### src/rtl/ternary_weight_serializer_pkg.sv
// Shared constants, FSM state encoding and the ternary-to-pair encoder used by
// the serializer datapath and by its reference model.
package ternary_weight_serializer_pkg;

   localparam logic [1:0] W_POS     = 2'b01;
   localparam logic [1:0] W_NEG     = 2'b11;
   localparam logic [1:0] W_ZERO    = 2'b00;
   localparam logic [1:0] W_ILLEGAL = 2'b10;

   localparam int ZERO_BIT = 0;
   localparam int SIGN_BIT = 1;

   typedef enum logic [1:0] {
      ST_IDLE  = 2'd0,
      ST_SHIFT = 2'd1,
      ST_GAP   = 2'd2
   } state_t;

   // The illegal code is folded into zero so the array never sees a bogus sign.
   function automatic logic [1:0] encode_pair(input logic [1:0] w);
      logic [1:0] pair;
      logic       zero;
      zero           = (w == W_ZERO) || (w == W_ILLEGAL);
      pair           = '0;
      pair[ZERO_BIT] = zero;
      pair[SIGN_BIT] = w[1] & ~zero;
      return pair;
   endfunction

endpackage

### src/rtl/ternary_pair_encode.sv
// One signed ternary weight -> the synapse array's {sign, zero} bit pair,
// plus a flag for the unused code.
module ternary_pair_encode
   import ternary_weight_serializer_pkg::*;
(
   input  logic [1:0] w,
   output logic [1:0] pair,
   output logic       illegal
);

   assign pair    = encode_pair(w);
   assign illegal = !(w inside {W_POS, W_NEG, W_ZERO});

endmodule

### src/rtl/ternary_weight_serializer.sv
// Serial transmit end of the ternary weight link: encodes a vector of N_SYN
// weights and shifts it MSB-first into the synapse array's weight register.
//
//   state    | meaning
//   ---------+------------------------------------------------------------
//   ST_IDLE  | no frame on the wire; load on accept or pending vector
//   ST_SHIFT | ser_out carries frame bit bit_cnt (0 .. 2*N_SYN-1)
//   ST_GAP   | inter-frame idle for GAP cycles, then acts like ST_IDLE
module ternary_weight_serializer
   import ternary_weight_serializer_pkg::*;
#(
   parameter int N_SYN = 4,
   parameter int GAP   = 0
) (
   input  logic               clk,
   input  logic               rst,
   input  logic               in_valid,
   output logic               in_ready,
   input  logic [2*N_SYN-1:0] in_weights,
   output logic               ser_out,
   output logic               frame_active,
   output logic               load_strobe,
   output logic               busy,
   output logic               err_illegal,
   input  logic               err_clr
);

   localparam int FW = 2 * N_SYN;
   localparam int CW = (FW > 1) ? $clog2(FW) : 1;
   localparam int GW = (GAP > 1) ? $clog2(GAP) : 1;
   localparam logic [CW-1:0] LAST_BIT = CW'(FW - 1);
   localparam logic [GW-1:0] GAP_LAST = (GAP > 0) ? GW'(GAP - 1) : '0;

   state_t          state, state_nx;
   logic [FW-1:0]   enc_word, pend_word, next_word, shreg;
   logic [N_SYN-1:0] illegal_vec;
   logic [CW-1:0]   bit_cnt;
   logic [GW-1:0]   gap_cnt;
   logic            pending_full, strobe_q, ready_q;
   logic            accept, have_next, any_illegal;
   logic            load_shreg, shift_en, frame_end, gap_start, gap_dec;

   for (genvar i = 0; i < N_SYN; i++) begin : g_enc
      ternary_pair_encode u_enc (
         .w       (in_weights[2*i +: 2]),
         .pair    (enc_word[2*i +: 2]),
         .illegal (illegal_vec[i])
      );
   end

   assign any_illegal = |illegal_vec;
   assign accept      = in_valid & in_ready;
   assign have_next   = pending_full | accept;
   // A held vector always predates anything offered this cycle.
   assign next_word   = pending_full ? pend_word : enc_word;

   always_ff @(posedge clk or posedge rst) begin
      if (rst) state <= ST_IDLE;
      else     state <= state_nx;
   end

   always_comb begin
      state_nx   = state;
      load_shreg = 1'b0;
      shift_en   = 1'b0;
      frame_end  = 1'b0;
      gap_start  = 1'b0;
      gap_dec    = 1'b0;
      case (state)
         ST_IDLE: begin
            if (have_next) begin
               load_shreg = 1'b1;
               state_nx   = ST_SHIFT;
            end
         end
         ST_SHIFT: begin
            shift_en = 1'b1;
            if (bit_cnt == LAST_BIT) begin
               frame_end = 1'b1;
               if (GAP > 0) begin
                  gap_start = 1'b1;
                  state_nx  = ST_GAP;
               end else if (have_next) begin
                  load_shreg = 1'b1;
               end else begin
                  state_nx = ST_IDLE;
               end
            end
         end
         ST_GAP: begin
            if (gap_cnt != '0) begin
               gap_dec = 1'b1;
            end else if (have_next) begin
               load_shreg = 1'b1;
               state_nx   = ST_SHIFT;
            end else begin
               state_nx = ST_IDLE;
            end
         end
         default: state_nx = ST_IDLE;
      endcase
   end

   always_ff @(posedge clk or posedge rst) begin
      if (rst) begin
         shreg        <= '0;
         bit_cnt      <= '0;
         gap_cnt      <= '0;
         pend_word    <= '0;
         pending_full <= 1'b0;
         strobe_q     <= 1'b0;
         ready_q      <= 1'b0;
         err_illegal  <= 1'b0;
      end else begin
         ready_q  <= 1'b1;
         strobe_q <= frame_end;

         if (load_shreg)    shreg <= next_word;
         else if (shift_en) shreg <= {shreg[FW-2:0], 1'b0};

         if (load_shreg || frame_end) bit_cnt <= '0;
         else if (shift_en)           bit_cnt <= bit_cnt + CW'(1);

         if (gap_start)    gap_cnt <= GAP_LAST;
         else if (gap_dec) gap_cnt <= gap_cnt - GW'(1);

         if (accept && !load_shreg) begin
            pend_word    <= enc_word;
            pending_full <= 1'b1;
         end else if (load_shreg && pending_full) begin
            pending_full <= 1'b0;
         end

         if (accept && any_illegal) err_illegal <= 1'b1;
         else if (err_clr)          err_illegal <= 1'b0;
      end
   end

   assign frame_active = (state == ST_SHIFT);
   assign ser_out      = frame_active & shreg[FW-1];
   assign load_strobe  = strobe_q;
   assign busy         = (state != ST_IDLE) | pending_full;
   assign in_ready     = ready_q & ~pending_full;

endmodule

### config.mk
export PLATFORM = sky130hd
export DESIGN_NAME = ternary_weight_serializer
export DESIGN_NICKNAME = d
export VERILOG_FILES = /design/src/rtl/ternary_weight_serializer_pkg.sv /design/src/rtl/ternary_pair_encode.sv /design/src/rtl/ternary_weight_serializer.sv
export SDC_FILE = /design/constraint.sdc
export NUM_CORES = 1
export LEC_CHECK = 0
export ABC_AREA = 1
export CAP_MARGIN = 20
export CORE_AREA = 2 2 68 44
export DETAILED_ROUTE_END_ITERATION = 12
export DIE_AREA = 0 0 70 46
export GPL_ROUTABILITY_DRIVEN = 0
export MAX_ROUTING_LAYER = met4
export PLACE_DENSITY = 0.75
export SETUP_SLACK_MARGIN = 0.1
export SLEW_MARGIN = 0
export SYNTH_ARGS = -nofsm -noshare
export SYNTH_HDL_FRONTEND = slang
export SYNTH_HIERARCHICAL = 1
export SYNTH_SLANG_ARGS = --single-unit
export TNS_END_PERCENT = 10
### constraint.sdc
create_clock -name clk -period 2 [get_ports clk]
set_clock_uncertainty 0.05 [all_clocks]
set_input_delay 0.6 -clock clk [delete_from_list [all_inputs] [get_ports clk]]
set_output_delay 0.6 -clock clk [all_outputs]
set_load 0.01 [all_outputs]
# ---- Word-level counts from Yosys, hierarchy flattened
# Index checks and enable logic that the tools add are counted.
dict set report word_totals {
  register_bits 26
  input_bits 12
  word_cells 97
}
dict set report op_classes {
  addsub 2
  eq_ne 19
  mux 24
  bitwise 14
  n_reduce_logical 29
}
# operator count
set ops {}
lappend ops {{$mux W8} 3}
lappend ops {{$eq A2 B2 Y1 const B} 9}
lappend ops {{$mux W1} 13}
lappend ops {{$reduce_bool A3 Y1} 4}
lappend ops {{$eq A2 B1 Y1 const B} 5}
lappend ops {{$logic_not A2 Y1} 5}
lappend ops {{$reduce_bool A2 Y1} 5}
lappend ops {{$mux W2} 4}
lappend ops {{$and A1 B1 Y1} 7}
lappend ops {{$mux W3} 2}
lappend ops {{$ne A2 B2 Y1 const B} 3}
lappend ops {{$pmux W2 S3} 1}
lappend ops {{$logic_not A1 Y1} 5}
lappend ops {{$logic_or A1 B1 Y1} 5}
lappend ops {{$not A1 Y1} 5}
lappend ops {{$reduce_and A4 Y1} 1}
lappend ops {{$reduce_or A4 Y1} 1}
lappend ops {{$add A3 B1 Y3 const B} 1}
lappend ops {{$eq A3 B3 Y1 const B} 1}
lappend ops {{$logic_and A1 B1 Y1} 3}
lappend ops {{$pmux W1 S3} 1}
lappend ops {{$ne A2 B1 Y1 const B} 1}
lappend ops {{$or A1 B1 Y1} 2}
lappend ops {{$sub A1 B1 Y1 const B} 1}

# ---- Depth between registers and ports, before layout
dict set report logic_depth {
  word_depth 10
  depth_mapped 8
  ltp_nobuf 8
}

# ---- Hierarchy
# Netlist, hierarchy kept.
# mod n_inst cells_each area_per_inst_um2 seq_area_each_um2
set by_module_without_submodules {}
lappend by_module_without_submodules {ternary_weight_serializer 1 155 1268.7 600.6}
lappend by_module_without_submodules {ternary_pair_encode 4 5 18.8 0.0}

# ---- Worst setup path before layout
# No wires, ideal clock.
dict set report synth_path {
  path_type {reg2reg}
  startpoint {register bit_cnt[0]}
  endpoint {register pend_word[1]}
  arrival_time_ns 1.358
  required_time_ns 1.824
  setup_slack_ns 0.466
  path_stages_with_launch 7
  path_buffers 1
  path_cell_list {dfrtp_1 > ha_1 > ha_1 > or2_4 > nor2_8 > buf_8 > o21ai_0}
}
dict set report synth_between {
  elab_chain_cells 5
}
# item line_no
set synth_rtl {}
lappend synth_rtl {{start: declaration} ternary_weight_serializer.sv:37} ;# logic [CW-1:0] bit_cnt;
lappend synth_rtl {{start signal: assignment} ternary_weight_serializer.sv:122} ;# else if (shift_en) bit_cnt <= bit_cnt + CW'(1);
lappend synth_rtl {{$eq A3 B3 Y1} ternary_weight_serializer.sv:78} ;# if (bit_cnt == LAST_BIT) begin
lappend synth_rtl {{$mux W1} ternary_weight_serializer.sv:78}
lappend synth_rtl {{$pmux W1 S3} ternary_weight_serializer.sv:69} ;# case (state)
lappend synth_rtl {{$logic_not A1 Y1} ternary_weight_serializer.sv:127} ;# if (accept && !load_shreg) begin
lappend synth_rtl {{$logic_and A1 B1 Y1} ternary_weight_serializer.sv:127}
lappend synth_rtl {{end signal: assignment} ternary_weight_serializer.sv:128} ;# pend_word <= enc_word;
lappend synth_rtl {{end: declaration} ternary_weight_serializer.sv:35} ;# logic [FW-1:0] enc_word, pend_word, next_word, shreg;
# No other way between the ends.
# A chain may end at the register's enable or synchronous reset.

# ---- Worst setup path in the final report
dict set report layout_path {
  startpoint {register err_illegal}
  endpoint {output err_illegal}
}
# item line_no
set layout_rtl {}
lappend layout_rtl {{start: declaration} ternary_weight_serializer.sv:24} ;# output logic err_illegal,
lappend layout_rtl {{start signal: assignment} ternary_weight_serializer.sv:113} ;# err_illegal <= 1'b0;
lappend layout_rtl {{start signal: assignment} ternary_weight_serializer.sv:134} ;# if (accept && any_illegal) err_illegal <= 1'b1;
lappend layout_rtl {{start signal: assignment} ternary_weight_serializer.sv:135} ;# else if (err_clr) err_illegal <= 1'b0;
# No word-level cell between the ends.

==> flow_summary.ini <==
[clock_network]
clk_pin_slew_ps = 90
postCtsHoldBufs = 0
cts_num_sinks = 24
cts_buffer_depth = 2
cts_buffers = 3
htree_levels = 1
cts_tree = yes
clock-root-buffer = clkbuf_8
clkLatencyLatePin_ps = 270

[synth]
synth.most_common_cell = nand2_1
synthTopCellsByArea = dfrtp_1 (45%), nand2_1 (16%), inv_1 (9.5%)
synth.cell_area_um2 = 1344
synthFlopType = dfrtp_1
synthesis.instances = 175
synth-edff-count = 0
ys_warn_count = 6
ys_seq_elements = 24
yosys.area.top_type = dfrtp_1
ys_top_cells_by_count = nand2_1 (57), inv_1 (34), dfrtp_1 (24)
yosysTopAreaCellShare_pct = 44.69
ys_seq_area_share_pct = 44.69
synth_cell_type_count = 24
synth_nets = 190
synthArstFlopShare_pct = 100.0
syn_avg_cell_area_um2 = 7.679

[global_route]
grt_pass1_vias = 1062
antenna_found_initial = 0
grt_max_degree = 25
overflow = 0
grt_first_pass_wirelength_um = 4429
grt.total_usage_pct = 18.80

[setup_path]
worst_setup_path_start_kind = register
path_delay_family = buffers and inverters
critical_path_class = reg -> out
cp_cell_sequence = clkdlybuf4s50_1
cp_slowest_cell = clkdlybuf4s50_1
path_max_fanout = 2
r2r_setup_slack_ps = 260
crit_path_end_kind = primary output
worstPathArrival_ps = 1170
worst_path_largest_cell_delay_ps = 540
crit_buf_inv = 1
cp.required_ps = 1350

[place]
placed_area_um2 = 1558
dp_slack_ps = 118.7
dpl.hpwl_um = 1984
port-buffer-count = 17

[timing]
finalCritPeriodShare_pct = 91.13
fin_tns_setup_ps = 0
rsz0062_at_grt = no
fin_crit_ps = 1823
max_freq_ghz = 0.5487
hold_ws_ps = 437.9
setup_viol = 0
slew_violations = 0
fin_ws_ps = 177.4
finalHoldViolCount = 0

[routing]
drt_pass1_iterations = 4
avgRoutedWirePerCell_um = 11.03
drc_errors = 0
num_vias = 1113
detail-route-antenna-nets = 0
viasPerCell = 4.777
totalWireLength_um = 2571
drt-initial-drc-count = 83

[die]
fp-row-count = 15
die_y_um = 46
core_area_um2 = 2665
num_io_pins = 18
initial_core_util_pct = 50.42
die_area_um2 = 3220
dieWidth_um = 70

[power_and_ir_drop]
pwr-share-clk_pct = 16.9
p_total_uw = 1973
p_sw_uw = 761.0
leakagePower_uw = 0.0008828
powerDensity_nw_per_um2 = 1218
peakVddDrop_mv = 0.4422
power_frac_comb_pct = 43.8
p_seq_share_pct = 39.4
p_sw_share_pct = 38.58
intPower_uw = 1212

[layout]
fillers = 237
n_antenna_cell = 0
areaGrowthSynthToFinish_pct = 20.48
fin_nets = 215
final_layout_size_suffix_gt1_share_pct = 10.05
multi_input_area_um2 = 570.5
post-route-cell-area_um2 = 1619
regArea_um2 = 600.6

[worst_hold_path]
min_path_type = reg -> reg

[outcome]
outcome = completed

[flow_run]
drv_cap = 0
-- cells by family after synthesis --
kind of cell               after synthesis  synth area share, %
AOI/OAI and AO/OA                       22                11.36
and+or+nand+nor                         86                28.03
DFF                                     24                44.69
other                                    1               0.2791
adders and majority gates                3                2.794
buffers and inverters                   39                12.85
-- registers in the layout, summed over array words and instances, names as in the netlist --
| register | flops |
|---|---|
| pend_word | 8 |
| shreg | 8 |
| bit_cnt | 3 |
| err_illegal | 1 |
| load_strobe | 1 |
| pending_full | 1 |
| ready_q | 1 |
| state | 1 |
-- worst paths after layout --
check                            start           end  cells past startpoint
max                        err_illegal   err_illegal                      1
min                           shreg[3]      shreg[3]                      2
max reg2reg                 bit_cnt[0]      shreg[3]                      7
min reg2reg                   shreg[3]      shreg[3]                      2
max in group asynchronous          rst      shreg[3]                      3
min in group asynchronous          rst  pending_full                      3
-- worst reg2reg max path, cell delays in order (launching register included) --
cell     delay, ps
dfrtp_1        420
ha_1           240
ha_1           230
nor2_4         250
inv_1          200
nand3_1        130
nand3_1         90
nand2_1         70
-- cell type report --
| class | instances | area share (%) |
|---|---|---|
| clock buffers | 4 | 3.400 |
| flip-flops and latches | 24 | 37.09 |
| repair buffers | 22 | 12.75 |
| inverters | 37 | 8.887 |
| well taps | 34 | 2.628 |
| multi-input cells | 112 | 35.24 |
-- power by group through the flow --
stage / registers, uW / logic, uW / clock network [uW]
6_report: 776 / 864 / 333
5_1_grt: 792 / 989 / 361
4_1_cts: 775 / 867 / 345
3_5_place_dp: 784 / 877 / 0
3_3_place_gp: 772 / 841 / 0
2_1_floorplan: 755 / 640 / 0
-- through the flow --
step	std cells	utilization, %
after floorplan	175	-
after global placement	228	58.45
after detailed placement	228	58.45
after CTS	233	60.66
after global routing	233	60.75
final	233	60.75
-- what timing repair did --
action	4_1_cts	5_1_grt
gates resized for setup	3	1
buffers inserted	1	0
endpoints found under the setup margin	3	1
-- layer usage --
metal	global-route usage, %	part of all wire (%)	wire (um)	vias to the layer above
met1	21.49	48	1223	505
met3	5.752	5.7	146	2
li1	-	-	-	579
met2	32.19	46	1184	27
met5	-	0	0	-
met4	6.923	0.62	16	0
-- layout by cell type (no fill, tap or decap) --
cell type        Yosys  routed
nand2_1             57      57
inv_1               34      34
dfrtp_1             24      24
nand3_1             14      14
clkdlybuf4s50_1      0      13
nor2_1               9       9
o21bai_1             8       8
o21ai_0              7       7
buf_4                0       5
clkbuf_8             1       4
a21oi_1              3       3
ha_1                 3       3
dlygate4sd2_1        0       3
nand2_2              2       2
inv_2                1       1
nor2_4               1       1
a21oi_4              1       1
a21o_2               1       1
clkinv_1             1       1
clkinv_4             1       1
or2_4                1       1
nor2_2               1       1
nor2_8               1       1
o21ai_2              1       1
o2111ai_1            1       1
dlymetal6s2s_1       0       1
conb_1               1       1
No activity file was read; power rests on OpenSTA's default activity.
